==> src/rtl/sdram_client_arbiter_if.sv <==
// Bundle of the two client ports and the controller-side req/ack port of the SDRAM arbiter.
// The slave modport is the arbiter's view; master is the surrounding system's view.
interface sdram_client_arbiter_if #(
  parameter int unsigned ADDR_W = 22,
  parameter int unsigned DATA_W = 16
);
  logic              ic0_req;
  logic              ic0_we;
  logic [ADDR_W-1:0] ic0_addr;
  logic [DATA_W-1:0] ic0_wdata;
  logic              oc0_ack;
  logic [DATA_W-1:0] oc0_rdata;

  logic              ic1_req;
  logic              ic1_we;
  logic [ADDR_W-1:0] ic1_addr;
  logic [DATA_W-1:0] ic1_wdata;
  logic              oc1_ack;
  logic [DATA_W-1:0] oc1_rdata;

  logic              owrite_req;
  logic [ADDR_W-1:0] owrite_address;
  logic [DATA_W-1:0] owrite_data;
  logic              iwrite_ack;
  logic              oread_req;
  logic [ADDR_W-1:0] oread_address;
  logic [DATA_W-1:0] iread_data;
  logic              iread_ack;

  logic [1:0]        ogrant;
  logic              otimeout;

  modport slave (
    input  ic0_req, ic0_we, ic0_addr, ic0_wdata,
    output oc0_ack, oc0_rdata,
    input  ic1_req, ic1_we, ic1_addr, ic1_wdata,
    output oc1_ack, oc1_rdata,
    output owrite_req, owrite_address, owrite_data,
    input  iwrite_ack,
    output oread_req, oread_address,
    input  iread_data, iread_ack,
    output ogrant, otimeout
  );

  modport master (
    output ic0_req, ic0_we, ic0_addr, ic0_wdata,
    input  oc0_ack, oc0_rdata,
    output ic1_req, ic1_we, ic1_addr, ic1_wdata,
    input  oc1_ack, oc1_rdata,
    input  owrite_req, owrite_address, owrite_data,
    output iwrite_ack,
    input  oread_req, oread_address,
    output iread_data, iread_ack,
    input  ogrant, otimeout
  );
endinterface

==> src/rtl/sdram_client_arbiter.sv <==
// Two-client round-robin arbiter in front of a level-held req/ack SDRAM controller.
// One transaction in flight at a time; a watchdog aborts a WAIT that never sees an ack.
module sdram_client_arbiter #(
  parameter int unsigned ADDR_W      = 22,
  parameter int unsigned DATA_W      = 16,
  parameter int unsigned TIMEOUT_CYC = 1024
) (
  input logic                    iclk,
  input logic                    ireset_n,
  sdram_client_arbiter_if.slave  bus
);
  localparam int unsigned CntW = $clog2(TIMEOUT_CYC + 1);

  typedef enum logic [1:0] {StIdle, StIssue, StWait, StResp} state_e;

  state_e            state_q, state_d;
  logic [1:0]        grant_q, grant_d;
  logic              last_q, last_d;  // 1 when client 1 owned the previous grant
  logic              we_q, we_d;
  logic [ADDR_W-1:0] addr_q, addr_d;
  logic [DATA_W-1:0] wdata_q, wdata_d;
  logic [DATA_W-1:0] rdata_q, rdata_d;
  logic [CntW-1:0]   cnt_q, cnt_d;
  logic              timeout_q, timeout_d;
  logic              pick1;
  logic              ack_match;
  logic              busy;
  logic              resp;

  always_ff @(posedge iclk) begin
    if (!ireset_n) begin
      state_q   <= StIdle;
      grant_q   <= 2'b00;
      last_q    <= 1'b1;
      we_q      <= 1'b0;
      addr_q    <= '0;
      wdata_q   <= '0;
      rdata_q   <= '0;
      cnt_q     <= '0;
      timeout_q <= 1'b0;
    end else begin
      state_q   <= state_d;
      grant_q   <= grant_d;
      last_q    <= last_d;
      we_q      <= we_d;
      addr_q    <= addr_d;
      wdata_q   <= wdata_d;
      rdata_q   <= rdata_d;
      cnt_q     <= cnt_d;
      timeout_q <= timeout_d;
    end
  end

  always_comb begin
    state_d   = state_q;
    grant_d   = grant_q;
    last_d    = last_q;
    we_d      = we_q;
    addr_d    = addr_q;
    wdata_d   = wdata_q;
    rdata_d   = rdata_q;
    cnt_d     = cnt_q;
    timeout_d = timeout_q;
    // Client 1 wins when alone, or on a tie when client 0 was served last.
    pick1     = bus.ic1_req && (!bus.ic0_req || !last_q);
    ack_match = we_q ? bus.iwrite_ack : bus.iread_ack;

    unique case (state_q)
      StIdle: begin
        if (bus.ic0_req || bus.ic1_req) begin
          grant_d = pick1 ? 2'b10 : 2'b01;
          last_d  = pick1;
          we_d    = pick1 ? bus.ic1_we    : bus.ic0_we;
          addr_d  = pick1 ? bus.ic1_addr  : bus.ic0_addr;
          wdata_d = pick1 ? bus.ic1_wdata : bus.ic0_wdata;
          state_d = StIssue;
        end
      end
      StIssue: begin
        cnt_d   = '0;
        state_d = StWait;
      end
      StWait: begin
        if (ack_match) begin
          rdata_d = we_q ? '0 : bus.iread_data;
          state_d = StResp;
        end else if (cnt_q == CntW'(TIMEOUT_CYC - 1)) begin
          rdata_d   = '0;
          timeout_d = 1'b1;
          state_d   = StResp;
        end else begin
          cnt_d = cnt_q + CntW'(1);
        end
      end
      StResp: begin
        grant_d = 2'b00;
        state_d = StIdle;
      end
      default: state_d = StIdle;
    endcase
  end

  assign busy = (state_q == StIssue) || (state_q == StWait);
  assign resp = (state_q == StResp);

  assign bus.owrite_req     = busy && we_q;
  assign bus.oread_req      = busy && !we_q;
  assign bus.owrite_address = addr_q;
  assign bus.oread_address  = addr_q;
  assign bus.owrite_data    = wdata_q;

  assign bus.oc0_ack   = resp && grant_q[0];
  assign bus.oc1_ack   = resp && grant_q[1];
  assign bus.oc0_rdata = (resp && grant_q[0]) ? rdata_q : '0;
  assign bus.oc1_rdata = (resp && grant_q[1]) ? rdata_q : '0;
  assign bus.ogrant    = grant_q;
  assign bus.otimeout  = timeout_q;
endmodule

==> src/flat_wrapper.sv <==
// flat-port wrapper written by rule: the top's interface ports become plain ports
module sdram_client_arbiter_flat 
#(
  parameter int unsigned ADDR_W      = 22,
  parameter int unsigned DATA_W      = 16,
  parameter int unsigned TIMEOUT_CYC = 1024
)
  (iclk, ireset_n, bus_ic0_req, bus_ic0_we, bus_ic0_addr, bus_ic0_wdata, bus_oc0_ack, bus_oc0_rdata, bus_ic1_req, bus_ic1_we, bus_ic1_addr, bus_ic1_wdata, bus_oc1_ack, bus_oc1_rdata, bus_owrite_req, bus_owrite_address, bus_owrite_data, bus_iwrite_ack, bus_oread_req, bus_oread_address, bus_iread_data, bus_iread_ack, bus_ogrant, bus_otimeout);
  sdram_client_arbiter_if #(.ADDR_W(ADDR_W), .DATA_W(DATA_W)) bus_i ();
  input logic iclk;
  input logic ireset_n;
  input wire logic [$bits(bus_i.ic0_req)-1:0] bus_ic0_req;
  input wire logic [$bits(bus_i.ic0_we)-1:0] bus_ic0_we;
  input wire logic [$bits(bus_i.ic0_addr)-1:0] bus_ic0_addr;
  input wire logic [$bits(bus_i.ic0_wdata)-1:0] bus_ic0_wdata;
  output wire logic [$bits(bus_i.oc0_ack)-1:0] bus_oc0_ack;
  output wire logic [$bits(bus_i.oc0_rdata)-1:0] bus_oc0_rdata;
  input wire logic [$bits(bus_i.ic1_req)-1:0] bus_ic1_req;
  input wire logic [$bits(bus_i.ic1_we)-1:0] bus_ic1_we;
  input wire logic [$bits(bus_i.ic1_addr)-1:0] bus_ic1_addr;
  input wire logic [$bits(bus_i.ic1_wdata)-1:0] bus_ic1_wdata;
  output wire logic [$bits(bus_i.oc1_ack)-1:0] bus_oc1_ack;
  output wire logic [$bits(bus_i.oc1_rdata)-1:0] bus_oc1_rdata;
  output wire logic [$bits(bus_i.owrite_req)-1:0] bus_owrite_req;
  output wire logic [$bits(bus_i.owrite_address)-1:0] bus_owrite_address;
  output wire logic [$bits(bus_i.owrite_data)-1:0] bus_owrite_data;
  input wire logic [$bits(bus_i.iwrite_ack)-1:0] bus_iwrite_ack;
  output wire logic [$bits(bus_i.oread_req)-1:0] bus_oread_req;
  output wire logic [$bits(bus_i.oread_address)-1:0] bus_oread_address;
  input wire logic [$bits(bus_i.iread_data)-1:0] bus_iread_data;
  input wire logic [$bits(bus_i.iread_ack)-1:0] bus_iread_ack;
  output wire logic [$bits(bus_i.ogrant)-1:0] bus_ogrant;
  output wire logic [$bits(bus_i.otimeout)-1:0] bus_otimeout;
  assign bus_i.ic0_req = bus_ic0_req;
  assign bus_i.ic0_we = bus_ic0_we;
  assign bus_i.ic0_addr = bus_ic0_addr;
  assign bus_i.ic0_wdata = bus_ic0_wdata;
  assign bus_oc0_ack = bus_i.oc0_ack;
  assign bus_oc0_rdata = bus_i.oc0_rdata;
  assign bus_i.ic1_req = bus_ic1_req;
  assign bus_i.ic1_we = bus_ic1_we;
  assign bus_i.ic1_addr = bus_ic1_addr;
  assign bus_i.ic1_wdata = bus_ic1_wdata;
  assign bus_oc1_ack = bus_i.oc1_ack;
  assign bus_oc1_rdata = bus_i.oc1_rdata;
  assign bus_owrite_req = bus_i.owrite_req;
  assign bus_owrite_address = bus_i.owrite_address;
  assign bus_owrite_data = bus_i.owrite_data;
  assign bus_i.iwrite_ack = bus_iwrite_ack;
  assign bus_oread_req = bus_i.oread_req;
  assign bus_oread_address = bus_i.oread_address;
  assign bus_i.iread_data = bus_iread_data;
  assign bus_i.iread_ack = bus_iread_ack;
  assign bus_ogrant = bus_i.ogrant;
  assign bus_otimeout = bus_i.otimeout;
  sdram_client_arbiter #(.ADDR_W(ADDR_W), .DATA_W(DATA_W), .TIMEOUT_CYC(TIMEOUT_CYC)) u_core (.iclk(iclk), .ireset_n(ireset_n), .bus(bus_i));
endmodule
==> config.mk <==
export PLATFORM = sky130hd
export DESIGN_NAME = sdram_client_arbiter_flat
export DESIGN_NICKNAME = d
export VERILOG_FILES = /design/src/rtl/sdram_client_arbiter_if.sv /design/src/rtl/sdram_client_arbiter.sv /design/src/flat_wrapper.sv
export SDC_FILE = /design/constraint.sdc
export NUM_CORES = 1
export LEC_CHECK = 0
export CORE_MARGIN = 2
export CORE_UTILIZATION = 39
export CTS_CLUSTER_DIAMETER = 50
export CTS_CLUSTER_SIZE = 10
export DETAILED_ROUTE_END_ITERATION = 8
export PLACE_DENSITY = 0.82
export SLEW_MARGIN = 15
export SYNTH_ARGS = -nofsm -noshare
export SYNTH_HDL_FRONTEND = slang
export SYNTH_SLANG_ARGS = --single-unit
==> constraint.sdc <==
create_clock -name iclk -period 2.47 [get_ports iclk]
set_input_delay 0.6175 -clock iclk [delete_from_list [all_inputs] [get_ports iclk]]
set_output_delay 0.6175 -clock iclk [all_outputs]
set_load 0.01 [all_outputs]
==> metrics.txt, run 1 <==
run status=finished clean; Crit. End Element=output pin; drt via density=5.42; worst r2r src=u_core.cnt_q[0]$_SDFFE_PN0P_; ys flop type=dfxtp_1; clk_lat worst skew=~0.35 ns; RSZ-0062 raised after global routing=true; DRT Pass-1 Iters=6; synthesized flop and latch total=72; Die Ht=about 99 um; dpl cell area=around 5500 um2; Port-buffer cells=198; Total GRT Usage=0.228; global-route wire length before repair=between 15000 and 20000 um; Final Skew=0.0136 ns; CP Buf/Inv Count=2; Crit path largest cell delay=0.53 ns; total wire length=11300 um; CP Launch Point=u_core.state_q[1]$_SDFFE_PN0P_; slowest CP cell=clkdlybuf4s50_1; terminus of the critical flop-to-flop path=u_core.rdata_q[9]$_SDFFE_PN0P_; final instance area=5710 um2; sequential area share after synthesis=0.412; drt initial violations=roughly 360; Post-synth EDFFs=0; setup total negative slack=0 ns; RD Place Congestion=0.858; crit path kind=reg2out; DR vias=approximately 3700; Slew Viols, Final=0; fmax=0.414 GHz; antenna cells=0; Flop pwr share=0.346; Reg clk slew, reported paths=0.07 ns; Hold Vio Cnt, Final=0; Nets=approximately 670; area share of the largest cell type after synthesis=0.412; FF-to-FF setup slack=about 0.48 ns; Int Pwr=2.95 mW; Starting Density=0.401; CP Cell Sequence=ha_2 -> buf_12 -> and3_1 -> clkdlybuf4s50_1; top cells by count, synth=72 x dfxtp_1, 47 x nor2_1, 42 x nand2_1, 34 x and3_1, 32 x mux2i_1; FFs w/ async S/R, synth=0; clock buffer count from CTS=9; worst-margin pin slew=1.00 ns; Core ar.=about 8700 um2; setup violators final=0; Startpoint Class=flip-flop; Syn Inst Count=roughly 400; Max-cap violations=0; Sw Share=0.358; Max-slew headroom=0.333; Worst Setup Slack, final=about 0.054 ns; CTS tree=built; die area=9740 um2; Period minus WS final=2.42 ns; peak supply drop=between 0.0004 and 0.0005 V; DR DRC count=0; Final period util=0.978; HPWL Detailed=8670 um; Clk pwr share=0.201; synthesized cell area=3500 um2; Leak=2.60 nW; gr ovfl total=0; Sw Pwr=1.65 mW; Final ANT Viol Nets=0; WP data required=around 1.9 ns; Comb pwr share=0.453; Site Rows=34; initial antenna violation count=0; Top Family by Delay on Critical Path=buffers and inverters; Sink Count=72; Synth Net Count=500; CTS Buffer Depth=2; Tightest Hold Check Type=reg2reg; wire per inst=16.6 um; CTS H-tree lvls=3; Die W=98.7 um; most common cell in the synthesized netlist=dfxtp_1; crit path to=bus_oc0_rdata[6]; synth warn=0; dpl ws=roughly 0.0055 ns; Boundary Pins=199; layout cells sized above 1=0.0701; crit path DAT=between 1.5 and 2 ns; clk root buf=clkbuf_8; leading area contributor after synthesis=dfxtp_1; largest net degree at the start of global routing=35; FF-to-FF path depth=6; Synth cell types=44; CP max FO=34; Syn-to-layout area delta=63.5%; post-synthesis average cell area=8.85 um2; top cells by area, synth=dfxtp_1 41%, mux2i_1 9.2%, a222oi_1 7.2%; Pwr per Cell Area=805 nW/um2; Worst path depth=4; vias in the first global route=3557
sequential cells by signal, summed over array words and instances, names as in the netlist:
| name | flops |
|---|---|
| u_core.bus.oread_address | 22 |
| u_core.bus.owrite_data | 16 |
| u_core.rdata_q | 16 |
| u_core.cnt_q | 11 |
| u_core.bus.ogrant | 2 |
| u_core.state_q | 2 |
| u_core.bus.otimeout | 1 |
| u_core.last_q | 1 |
| u_core.we_q | 1 |
layer usage:
| layer | global-route usage | up-vias | share of wire |
|---|---|---|---|
| li1 | - | 1779 | - |
| met1 | 0.279 | 1697 | 0.40 |
| met2 | 0.394 | 191 | 0.50 |
| met3 | 0.0624 | 15 | 0.089 |
| met4 | 0.0632 | 0 | 0.016 |
| met5 | 0 | - | 0 |
power by group through the flow:
stage | clock network [mW] | logic [mW] | registers (mW)
after global placement | 0 | 2.01 | 1.59
after detailed placement | 0 | 2.06 | 1.61
after global routing | 1.01 | 2.26 | 1.62
final | 0.923 | 2.08 | 1.59
after CTS | 0.945 | 2.09 | 1.59
after floorplan | 0 | 1.10 | 1.64
timing repair:
action | in CTS | in global routing
gates resized for setup | 5 | 17
pin swaps | 0 | 0
cloned | 0 | 0
hold buffers | 0 | 0
hold endpoints to repair | 0 | 0
buffers inserted | 0 | 0
endpoints found under the setup margin | 35 | 24
cells in the final DEF (no fill, tap or decap), types with 3 or more instances in the layout:
cell	n
and3_1	34
or3_1	3
a222oi_1	25
ha_1	3
inv_1	5
dfxtp_1	71
o21ai_1	6
nand2_1	42
clkdlybuf4s50_1	180
clkbuf_8	9
o311ai_0	6
a21oi_1	4
a211oi_1	16
nor2_1	47
o21ai_0	3
nand3_1	4
o41ai_1	3
mux2i_1	32
dlymetal6s2s_1	17
buf_4	13
and2_1	5
through the flow:
step | instances | hold WS (ns) | power (mW) | util
final | 679 | 0.469 | 4.60 | 0.655
after global routing | 679 | 0.494 | 4.89 | 0.655
after CTS | 679 | 0.474 | 4.62 | 0.650
after detailed placement | 663 | 0.464 | 3.66 | 0.626
after global placement | 663 | 0.446 | 3.60 | 0.626
after floorplan | 395 | 0.431 | 2.73 | -
final cells by class:
| type | count | area (um2) |
|---|---|---|
| Tap cell | 108 | 135 |
| Sequential cell | 72 | 1440 |
| Fill cell | 708 | 3010 |
| Multi-Input combinational cell | 264 | 1760 |
| Clock buffer | 10 | 128 |
| Clock inverter | 6 | 67.6 |
| Timing Repair Buffer | 213 | 2160 |
| Inverter | 6 | 22.5 |
cell families (layout without fill, tap and decap cells):
logic type / Yosys count / after routing / synth area share
AO/OA/AOI/OAI: 77 / 77 / 0.176
AND/OR/NAND/NOR: 150 / 150 / 0.209
adder cells (fa/ha/maj): 5 / 5 / 0.0179
multiplexers: 32 / 32 / 0.0916
buffers and inverters: 59 / 235 / 0.0927
flip-flops: 72 / 72 / 0.412
worst min-delay path by stage:
| stage | startpoint | to | depth (start not counted) |
|---|---|---|---|
| detailed placement | u_core.cnt_q[10]$_SDFFE_PN0P_ | u_core.cnt_q[10]$_SDFFE_PN0P_ | 2 |
| floorplan | u_core.cnt_q[10]$_SDFFE_PN0P_ | u_core.cnt_q[10]$_SDFFE_PN0P_ | 2 |
| finish | u_core.rdata_q[10]$_SDFFE_PN0P_ | u_core.rdata_q[10]$_SDFFE_PN0P_ | 2 |
| global placement | u_core.cnt_q[10]$_SDFFE_PN0P_ | u_core.cnt_q[10]$_SDFFE_PN0P_ | 2 |
| CTS | u_core.rdata_q[10]$_SDFFE_PN0P_ | u_core.rdata_q[10]$_SDFFE_PN0P_ | 2 |
| global route | u_core.cnt_q[10]$_SDFFE_PN0P_ | u_core.cnt_q[10]$_SDFFE_PN0P_ | 2 |
worst register-to-register path: stages (launching register included):
cell and delay [ns]:
dfxtp_1 0.39, ha_1 0.27, nand3_1 0.21, or4_4 0.53, a21o_1 0.20, buf_12 0.16
mux2i_1 0.12
Note: power is estimated with default switching activity, not from simulation.
==> inputs of run 2 (changes only) <==
- CAP_MARGIN: not set -> 10
==> results of run 2 <==
No change in the layout: final DEF, timing and power equal those of run 1.
==> inputs of run 3 (changes only) <==
--- a/config.mk
+++ b/config.mk
@@ -8,9 +8,10 @@
 export CAP_MARGIN = 10
 export CORE_MARGIN = 2
-export CORE_UTILIZATION = 39
+export CORE_UTILIZATION = 42
 export CTS_CLUSTER_DIAMETER = 50
 export CTS_CLUSTER_SIZE = 10
 export DETAILED_ROUTE_END_ITERATION = 8
-export PLACE_DENSITY = 0.82
+export HOLD_SLACK_MARGIN = 0.03
+export PLACE_DENSITY = 0.87
 export SLEW_MARGIN = 15
 export SYNTH_ARGS = -nofsm -noshare
==> constraint.sdc (replaced) <==
create_clock -name iclk -period 3 [get_ports iclk]
set_input_delay 0.75 -clock iclk [delete_from_list [all_inputs] [get_ports iclk]]
set_output_delay 0.75 -clock iclk [all_outputs]
set_load 0.1 [all_outputs]
==> run 3 against run 2 <==
Wire length decreased by 2.3%. Total power increased by 23%. Setup slack improved by 0.53 ns. Die area decreased by 6.9%. Sequential power decreased by 18%. Critical path type unchanged. Critical endpoint is now bus_oc1_rdata[13]. Largest power group unchanged.
==> metrics.txt, run 3 (synthesized netlist as in run 1, its figures left out) <==
run status=finished clean (unchanged); Sink Count=72 (unchanged); Sw Share=0.547 (was 0.358); HPWL Detailed=8090 um (was 8670 um); Crit path largest cell delay=0.39 ns (was 0.53 ns); clk root buf=clkbuf_8 (unchanged); Flop pwr share=0.232 (was 0.346); gr ovfl total=0 (unchanged); CTS tree=built (unchanged); CP Launch Point=u_core.state_q[1]$_SDFFE_PN0P_ (unchanged); RSZ-0062 raised after global routing=false (was true); Total GRT Usage=0.232 (was 0.228); Comb pwr share=0.587 (was 0.453); Die W=95.2 um (was 98.7 um); global-route wire length before repair=16500 um (was 17800 um); CTS Hold Buffers Added=0 (unchanged); dpl cell area=5580 um2 (was 5460 um2); die area=9070 um2 (was 9740 um2); Port-buffer cells=198 (unchanged); Syn-to-layout area delta=67.1% (was 63.5%); largest net degree at the start of global routing=49 (was 35); initial antenna violation count=0 (unchanged); setup total negative slack=0 ns (unchanged); setup violators final=0 (unchanged); Hold Vio Cnt, Final=0 (unchanged); Leak=2.56 nW (was 2.60 nW); DR vias=3674 (was 3682); hold path start=u_core.cnt_q[10]$_SDFFE_PN0P_ (was u_core.rdata_q[10]$_SDFFE_PN0P_); DRT Pass-1 Iters=6 (unchanged); RD Place Congestion=0.781 (was 0.858); Final Skew=0.0137 ns (was 0.0136 ns); area of the multi-input gates=1740 um2 (was 1760 um2); fmax=0.414 GHz; dpl ws=0.404 ns (was 0.00553 ns); Final Instance Count excl. Fillers=671 (was 679); Startpoint Class=flip-flop (unchanged); FF/Latch Area=1440 um2 (about the same); drt via density=5.48 (was 5.42); Boundary Pins=199 (unchanged); Sw Pwr=3.10 mW (was 1.65 mW); Final period util=0.805; CP Cell Sequence=ha_1 -> buf_4 -> and3_1 -> buf_12 (was ha_2 -> buf_12 -> and3_1 -> clkdlybuf4s50_1); Slew Viols, Final=0 (unchanged); Clk pwr share=0.181 (was 0.201); DP Cell Count=656 (was 663); CTS Buffer Depth=2 (unchanged); WP data required=2.25 ns (was 1.85 ns); Tightest Hold Check Type=reg2reg (unchanged); slowest CP cell=dfxtp_1 (was clkdlybuf4s50_1); Pwr per Cell Area=970 nW/um2 (was 805 nW/um2); Hold WS=0.465 ns (was 0.469 ns); Core ar.=8130 um2 (was 8720 um2); most frequent cells in the layout=99 x clkdlybuf4s50_1, 76 x buf_4, 72 x dfxtp_1, 47 x nor2_1, 42 x nand2_1 (was 180 x clkdlybuf4s50_1, 71 x dfxtp_1, 47 x nor2_1, 42 x nand2_1, 34 x and3_1); clock buffer count from CTS=9 (unchanged); Largest register FFs=22 (unchanged); worst r2r src=u_core.state_q[0]$_SDFFE_PN0P_ (was u_core.cnt_q[0]$_SDFFE_PN0P_); final instance area=5840 um2 (was 5710 um2); Max-slew headroom=0.477 (was 0.333); Final ANT Viol Nets=0 (unchanged); Total Power=5.66 mW (was 4.60 mW); Period minus WS final=2.42 ns; total wire length=11000 um (was 11300 um); CP max FO=34 (unchanged); fin util=0.718 (was 0.655); Int Pwr=2.56 mW (was 2.95 mW); peak supply drop=0.00115 V (was 0.000435 V); commonest non-fill, non-tap cell in the layout=clkdlybuf4s50_1 (unchanged); worst-margin pin slew=0.779 ns (was 1.00 ns); Reg clk slew, reported paths=0.07 ns (about the same); crit path DAT=1.67 ns (was 1.80 ns); DR DRC count=0 (unchanged); antenna cells=0 (unchanged); Die Ht=95.2 um (was 98.7 um); Fill cells=590 (was 708); vias in the first global route=3408 (was 3557); Nets=667 (was 671); Max-cap violations=0 (unchanged); Site Rows=33 (was 34); crit path kind=reg2out (unchanged); Post-CTS Setup Inserts=0 (unchanged); Post-CTS Resized=0 (was 5); drt initial violations=332 (was 358); CTS H-tree lvls=3 (unchanged); Worst Setup Slack, final=0.584 ns (was 0.0535 ns); wire per inst=16.4 um (was 16.6 um); clk_lat worst skew=0.35 ns (about the same); layout cells sized above 1=0.231 (was 0.0701); Starting Density=0.430 (was 0.401); FF-to-FF setup slack=0.75 ns (was 0.48 ns); Crit. End Element=output pin (unchanged)
==> run 3: area by class of cell <==
cell class	count	area share
clock inverters	5	0.0221
clock buffers	10	0.0236
repair buffers	209	0.384
inverters	6	0.00386
multi-input cells	264	0.297
flip-flops and latches	72	0.247
well taps	105	0.0225
==> run 3: power by group through the flow <==
stage	Combinational (mW)	Sequential [mW]	Clock, mW
global placement	3.27	1.32	0
CTS	3.32	1.31	1.04
floorplan	1.64	2.37	0
global route	3.45	1.35	1.08
detailed placement	3.31	1.33	0
finish	3.33	1.31	1.03
==> run 3: final timing paths <==
| kind | to | cells past startpoint |
|---|---|---|
| setup reg to reg | u_core.cnt_q[5]$_SDFFE_PN0P_ | 6 |
| hold reg to reg | u_core.cnt_q[10]$_SDFFE_PN0P_ | 2 |
| setup / recovery | bus_oc1_rdata[13] | 4 |
| hold / removal | u_core.cnt_q[10]$_SDFFE_PN0P_ | 2 |
==> run 3: critical path: cells and delay by family, from the launching register on <==
| family | cells | cell delay [ns] |
|---|---|---|
| buf+inv | 2 | 0.46 |
| fa+ha+maj | 1 | 0.20 |
| flops | 1 | 0.39 |
| simple gates | 1 | 0.27 |
==> run 3: metal layers <==
layer  GRT usage  vias to the layer above  part of all wire
met2       0.395                      198              0.50
met1       0.283                     1698              0.39
li1            -                     1766                 -
met3      0.0632                       12             0.092
met5           0                        -                 0
met4      0.0749                        0             0.012
